<file path="config.mk">
export PLATFORM = sky130hd
export DESIGN_NAME = dcoffset_ramp_path_flat
export DESIGN_NICKNAME = d
export VERILOG_FILES = /design/src/rtl/dcoffset_ramp_if.sv /design/src/rtl/dcoffset_ramp_path.sv /design/src/flat_wrapper.sv
export SDC_FILE = /design/constraint.sdc
export NUM_CORES = 1
export LEC_CHECK = 0
export ABC_AREA = 0
export CAP_MARGIN = 10
export CORE_MARGIN = 5
export CORE_UTILIZATION = 50
export DETAILED_ROUTE_END_ITERATION = 10
export PLACE_DENSITY = 0.81
export SLEW_MARGIN = 20
export SYNTH_ARGS = -nofsm -noshare
export SYNTH_HDL_FRONTEND = slang
export SYNTH_SLANG_ARGS = --single-unit
</file>
<file path="constraint.sdc">
create_clock -name clk_i -period 1.2 [get_ports clk_i]
set_input_delay 0.12 -clock clk_i [delete_from_list [all_inputs] [get_ports clk_i]]
set_output_delay 0.12 -clock clk_i [all_outputs]
set_load 0.02 [all_outputs]
</file>
<file path="src/rtl/dcoffset_ramp_if.sv">
// Offset-path bus: requested code and load enable in, DAC code and status out.
interface dcoffset_ramp_if #(
    parameter int unsigned WIDTH = 12
);
    logic [WIDTH-1:0] din;
    logic             en;
    logic [WIDTH-1:0] dout;
    logic             busy;
    logic             done;

    modport master (output din, output en, input dout, input busy, input done);
    modport slave  (input din, input en, output dout, output busy, output done);
endinterface

</file>
<file path="src/rtl/dcoffset_ramp_path.sv">
// DC-offset DAC path: retiming pipeline, load-enabled output stage and an optional slew limiter.
// Define DCOFFSET_SLEW_EN to build the target register and ramp FSM; otherwise Dout loads the tail directly.
//
// state | meaning
// IDLE  | Dout equals the loaded target
// RAMP  | Dout is stepping toward the loaded target
module dcoffset_ramp_path #(
    parameter int unsigned WIDTH   = 12,
    parameter int unsigned DEPTH   = 2,
    parameter int unsigned STEP    = 16,
    parameter int unsigned RST_VAL = 2048
) (
    input  logic           clk_i,
    input  logic           rst_i,
    dcoffset_ramp_if.slave bus_io
);
    if (WIDTH < 4) begin : g_bad_width
        $error("dcoffset_ramp_path: WIDTH must be at least 4");
    end
    if (DEPTH < 1) begin : g_bad_depth
        $error("dcoffset_ramp_path: DEPTH must be at least 1");
    end
    if (STEP < 1 || STEP >= (2 ** WIDTH)) begin : g_bad_step
        $error("dcoffset_ramp_path: STEP must be in 1 .. 2^WIDTH-1");
    end

    localparam logic [WIDTH-1:0] RST_CODE = RST_VAL[WIDTH-1:0];

    logic [WIDTH-1:0] stage_q [DEPTH];
    logic [WIDTH-1:0] tail;
    logic [WIDTH-1:0] dout_q, dout_d;
    logic             done_q, done_d;

    always_ff @(posedge clk_i) begin
        if (rst_i) begin
            for (int i = 0; i < DEPTH; i++) stage_q[i] <= RST_CODE;
        end else begin
            stage_q[0] <= bus_io.din;
            for (int i = 1; i < DEPTH; i++) stage_q[i] <= stage_q[i-1];
        end
    end

    assign tail = stage_q[DEPTH-1];

`ifdef DCOFFSET_SLEW_EN
    typedef enum logic {IDLE, RAMP} state_t;

    localparam logic [WIDTH-1:0] STEP_C = WIDTH'(STEP);
    localparam logic [WIDTH:0]   STEP_W = (WIDTH+1)'(STEP);

    state_t           state_q, state_d;
    logic [WIDTH-1:0] target_q, target_d;
    logic [WIDTH:0]   diff;
    logic [WIDTH:0]   mag;

    always_ff @(posedge clk_i) begin
        if (rst_i) begin
            state_q  <= IDLE;
            target_q <= RST_CODE;
            dout_q   <= RST_CODE;
            done_q   <= 1'b0;
        end else begin
            state_q  <= state_d;
            target_q <= target_d;
            dout_q   <= dout_d;
            done_q   <= done_d;
        end
    end

    // The step always uses the target held before this edge, even when a new one loads.
    always_comb begin
        target_d = target_q;
        dout_d   = dout_q;
        state_d  = IDLE;
        done_d   = 1'b0;
        diff     = {1'b0, target_q} - {1'b0, dout_q};
        mag      = diff[WIDTH] ? -diff : diff;

        if (bus_io.en) target_d = tail;

        if (mag <= STEP_W)   dout_d = target_q;
        else if (!diff[WIDTH]) dout_d = dout_q + STEP_C;
        else                 dout_d = dout_q - STEP_C;

        if (dout_d != target_d) state_d = RAMP;
        done_d = (state_q == RAMP) && (state_d == IDLE);
    end

    assign bus_io.busy = (state_q == RAMP);
`else
    always_ff @(posedge clk_i) begin
        if (rst_i) begin
            dout_q <= RST_CODE;
            done_q <= 1'b0;
        end else begin
            dout_q <= dout_d;
            done_q <= done_d;
        end
    end

    always_comb begin
        dout_d = dout_q;
        done_d = bus_io.en;
        if (bus_io.en) dout_d = tail;
    end

    assign bus_io.busy = 1'b0;
`endif

    assign bus_io.dout = dout_q;
    assign bus_io.done = done_q;
endmodule

</file>
<file path="src/flat_wrapper.sv">
// flat-port wrapper written by rule: the top's interface ports become plain ports
module dcoffset_ramp_path_flat 
#(
    parameter int unsigned WIDTH   = 12,
    parameter int unsigned DEPTH   = 2,
    parameter int unsigned STEP    = 16,
    parameter int unsigned RST_VAL = 2048
)
  (clk_i, rst_i, bus_io_din, bus_io_en, bus_io_dout, bus_io_busy, bus_io_done);
  dcoffset_ramp_if #(.WIDTH(WIDTH)) bus_io_i ();
  input  logic clk_i;
  input  logic rst_i;
  input wire logic [$bits(bus_io_i.din)-1:0] bus_io_din;
  input wire logic [$bits(bus_io_i.en)-1:0] bus_io_en;
  output wire logic [$bits(bus_io_i.dout)-1:0] bus_io_dout;
  output wire logic [$bits(bus_io_i.busy)-1:0] bus_io_busy;
  output wire logic [$bits(bus_io_i.done)-1:0] bus_io_done;
  assign bus_io_i.din = bus_io_din;
  assign bus_io_i.en = bus_io_en;
  assign bus_io_dout = bus_io_i.dout;
  assign bus_io_busy = bus_io_i.busy;
  assign bus_io_done = bus_io_i.done;
  dcoffset_ramp_path #(.WIDTH(WIDTH), .DEPTH(DEPTH), .STEP(STEP), .RST_VAL(RST_VAL)) u_core (.clk_i(clk_i), .rst_i(rst_i), .bus_io(bus_io_i));
endmodule
</file>
Word-level counts from Yosys, hierarchy flattened. Memories as Yosys holds them, arrays and structs flattened. A register that Yosys moved wholly into a read port is not among the register bits. Cells that the tools add are included.

Bitwise operators: 2. Muxes and demuxes: 5.

Operators with widths (count): 12-bit two-way mux (2); 1-bit two-way mux (3); 1-bit bitwise OR (2).

Output and inout bits: 14. Memories kept: 1. Bits of input ports: 15. Memory bits (writable): 24. Bits in registers: 1. Word-level logic and storage cells: 9.

Memories: u_core.stage_q (words 2, bits a word 12, rd ports 2, clocked after memory_dff 1, write ports 2, RTL line dcoffset_ramp_path.sv:29) `logic [WIDTH-1:0] stage_q [DEPTH];`.

Longest topological paths before layout.
Depth in word-level cells: 3. Gate-level depth with buffers: 4. Gate-level depth less buffers: 2.

Worst setup path after synthesis. Ideal clock, no wire load.

Path type: reg2reg. Start point: register, netlist name u_core.bus_io.dout[11]. End point: register u_core.dout_q[11] (netlist: u_core.bus_io.dout[11]) (read register of u_core.stage_q). Buffers on the path: 0. Clock period less this slack: 0.819 ns. Arrival time: 0.699 ns. Slack: 0.381 ns. Cell stages (with the launch flop): 3. Required time: 1.080 ns. Path through: dfxtp_1 > nor2b_1 > a211o_1.

RTL lines: end, declared (RTL line dcoffset_ramp_path.sv:31) `logic [WIDTH-1:0] dout_q, dout_d;`.

Worst setup path after layout.
Start point: register u_core.dout_q[1] (netlist: u_core.bus_io.dout[1]) (read register of u_core.stage_q). End point: output port bus_io_dout[1].

RTL lines: end, declared (RTL line flat_wrapper.sv:15) `output wire logic [$bits(bus_io_i.dout)-1:0] bus_io_dout;`.

No word-level cell between the ends.

==> flow_summary.yaml <==
min_path:
  min_path_type: "in -> reg"
  whs_path_depth: 2
  min_from: "bus_io_din[4]"
cells_and_area:
  area_growth_pct: 28.3
  num_antenna_cells: 0
  design_area_sq_um: 1460
  n_fill_cell: 176
  post-route-util_pct: 66.8
  final_cell_mix: "37 x dfxtp_1, 22 x nor2b_1, 14 x clkdlybuf4s50_1, 11 x mux2i_1, 11 x nor2_1"
  layout_commonest_cell: "dfxtp_1"
  nNetsFinal: 141
  final_layout_size_suffix_gt1_share_pct: 10.2
route:
  vias_per_cell: 4.37
  totalWireLength_mm: 1.75
  drt-met1-wl_um: 612
  dr_total_vias: 677
  dr_wl_met2_um: 990
  ant_nets: 0
  drtIter0Drc: 4
  drtPass1Iterations: 4
  wl_met3_um: 134
  drc: 0
  top_layer: "met4"
  wl_per_cell_um: 11.3
timing:
  period_needed_ps: 1120
  rsz0062_at_grt: "no"
  max_freq_mhz: 890
  fin_crit_sh_pct: 93.6
  setup_viol: 0
  final_hold_viol_count: 0
  maxSlewViolCount: 0
  clock_skew_ps: 5.49
yosys:
  netlist_area_sq_um: 1140
  avgSynthCellArea_sq_um: 12.1
  muxShareOfSynthArea_pct: 9.65
  yosys_register_bits: 37
  yosysUniqueCellTypes: 12
  synth.yosys.seq_area_share_pct: 64.9
  syn_nets: 109
  synth-xor-area-share_pct: 0
  synth_fa_ha_area_share_pct: 0
  postSynthCellCount: 94
  synth-simple-area-share_pct: 18.1
  yosys_warnings: 0
  synth_compound_area_share_pct: 0.768
  synth_top_family_by_area: "simple AND/OR/NAND/NOR gates"
pwr:
  combPwrFrac_pct: 8.4
  p_int_mw: 1.60
  power.total_mw: 2.06
  vdd_drop_max_uv: 897
  p_per_area_nw_per_um2: 1410
  pwr-share-clk_pct: 28.9
  switching_share_pct: 22.1
  power_leakage_nw: 0.644
  power_switching_mw: 0.455
  power_frac_seq_pct: 62.8
grt:
  grt_pass1_vias: 700
  grt_max_degree: 18
  grt_pass1_wl_mm: 2.94
  antenna_found_initial: 0
  track_usage_pct: 12.5
  globalRouteOverflowTotal: 0
clocking:
  cts_buffer_depth: 2
  clk_pin_slew_ps: 100
  cts_tree: "yes"
  numClockSinks: 37
  cts_setup_buffers: 0
  cts_buffers: 5
  insertion_delay_ps: 330
  clockRootBuffer: "clkbuf_4"
  cts_hold_buf: 0
  htreeDepth: 2
worst_setup_path:
  arrival_ps: 1000
  worst-path-stages: 1
  critPathMaxFanout: 2
  r2r_cells: 2
  worst_setup_path_end_kind: "output port"
  r2r_start: "u_core.bus_io.dout[11]"
  crit_start: "u_core.bus_io.dout[1]"
  crit_chain: "clkdlybuf4s15_1"
  cpMaxStageDelayCell: "dfxtp_1"
  crit_family: "flip-flops"
  critical_path_class: "reg -> out"
  critPathBufInv: 1
  crit_required_ps: 1080
  start_kind: "flip-flop"
  max_stage_delay_ps: 360
floorplanning:
  ios: 29
  die_w_um: 57.8
  dieArea_sq_um: 3340
  start_util_pct: 52.1
  die_height_um: 57.8
  coreArea_sq_um: 2190
  rows: 17
run:
  drv_cap: 0
place:
  dp_hpwl_mm: 1.32
  port_buffers: 27
  globalplace.congestion: 0.657
  placed_cell_area_sq_um: 1430
status:
  status: "complete, no violations"
==> power by group through the flow <==
stage,Combinational (mW),Sequential (mW),Clock (mW)
after floorplan,0.0916,1.33,0
after global routing,0.187,1.30,0.682
after detailed placement,0.183,1.32,0
final,0.172,1.29,0.594
after global placement,0.179,1.32,0
after CTS,0.174,1.29,0.626
==> metrics by stage <==
step | instances | hold WS (ps) | setup slack, ps | TNS, ps
after floorplan | 94 | 217 | 381 | 0
after global placement | 147 | 388 | 46.7 | 0
after detailed placement | 147 | 420 | -36.6 | -54.2
after CTS | 155 | 310 | 14.5 | 0
after global routing | 155 | 301 | 7.65 | 0
final | 155 | 330 | 76.8 | 0
==> final timing paths <==
check	to	slack, ps
min	u_core.stage_q[0][4]	330
max reg2reg	u_core.bus_io.dout[11]	440
min reg2reg	u_core.stage_q[1][8]	440
max	bus_io_dout[1]	80
==> what timing repair did <==
action                                  CTS  global route
cloned                                    0             0
resized for setup                        13             8
endpoints found under the setup margin   13             7
endpoints found under the hold margin     0             0
pin swaps                                 0             0
==> cells by family (layout without fill, tap and decap cells) <==
group           count (synthesis)  after routing
flops                          37             37
buf+inv                         7             40
mux                            11             11
compound gates                  1              1
simple gates                   37             37
other cells                     1              1
==> per-layer routing <==
| layer | vias to the layer above | GRT usage, % |
|---|---|---|
| met2 | 21 | 23.2 |
| met5 | - | 0 |
| li1 | 352 | - |
| met4 | 0 | 7.95 |
| met1 | 302 | 9.78 |
| met3 | 2 | 6.90 |
==> cell usage after synthesis <==
| cell | count | area share (%) |
|---|---|---|
| nor2_1 | 11 | 3.6 |
| buf_12 | 1 | 1.8 |
| a211o_1 | 1 | 0.77 |
| and2b_1 | 2 | 1.3 |
| buf_6 | 3 | 3.0 |
| buf_2 | 2 | 0.88 |
| buf_4 | 1 | 0.66 |
| mux2i_1 | 11 | 9.6 |
| nor2b_1 | 22 | 12 |
| or2_1 | 2 | 1.1 |
| dfxtp_1 | 37 | 65 |
| conb_1 | 1 | 0.33 |
==> registers in the layout, summed over array words and instances, names as in the netlist <==
signal,count
u_core.stage_q,24
u_core.bus_io.dout,12
u_core.bus_io.done,1
==> layout make-up <==
| class | instances | area [sq um] | share of cell area [%] |
|---|---|---|---|
| Sequential cell | 37 | 741 | 50.6 |
| Multi-Input combinational cell | 50 | 329 | 22.5 |
| Timing Repair Buffer | 32 | 308 | 21.0 |
| Clock buffer | 6 | 41.3 | 2.82 |
| Tap cell | 28 | 35.0 | 2.39 |
| Clock inverter | 2 | 10.0 | 0.684 |
Note: power is estimated with default switching activity, not from simulation.
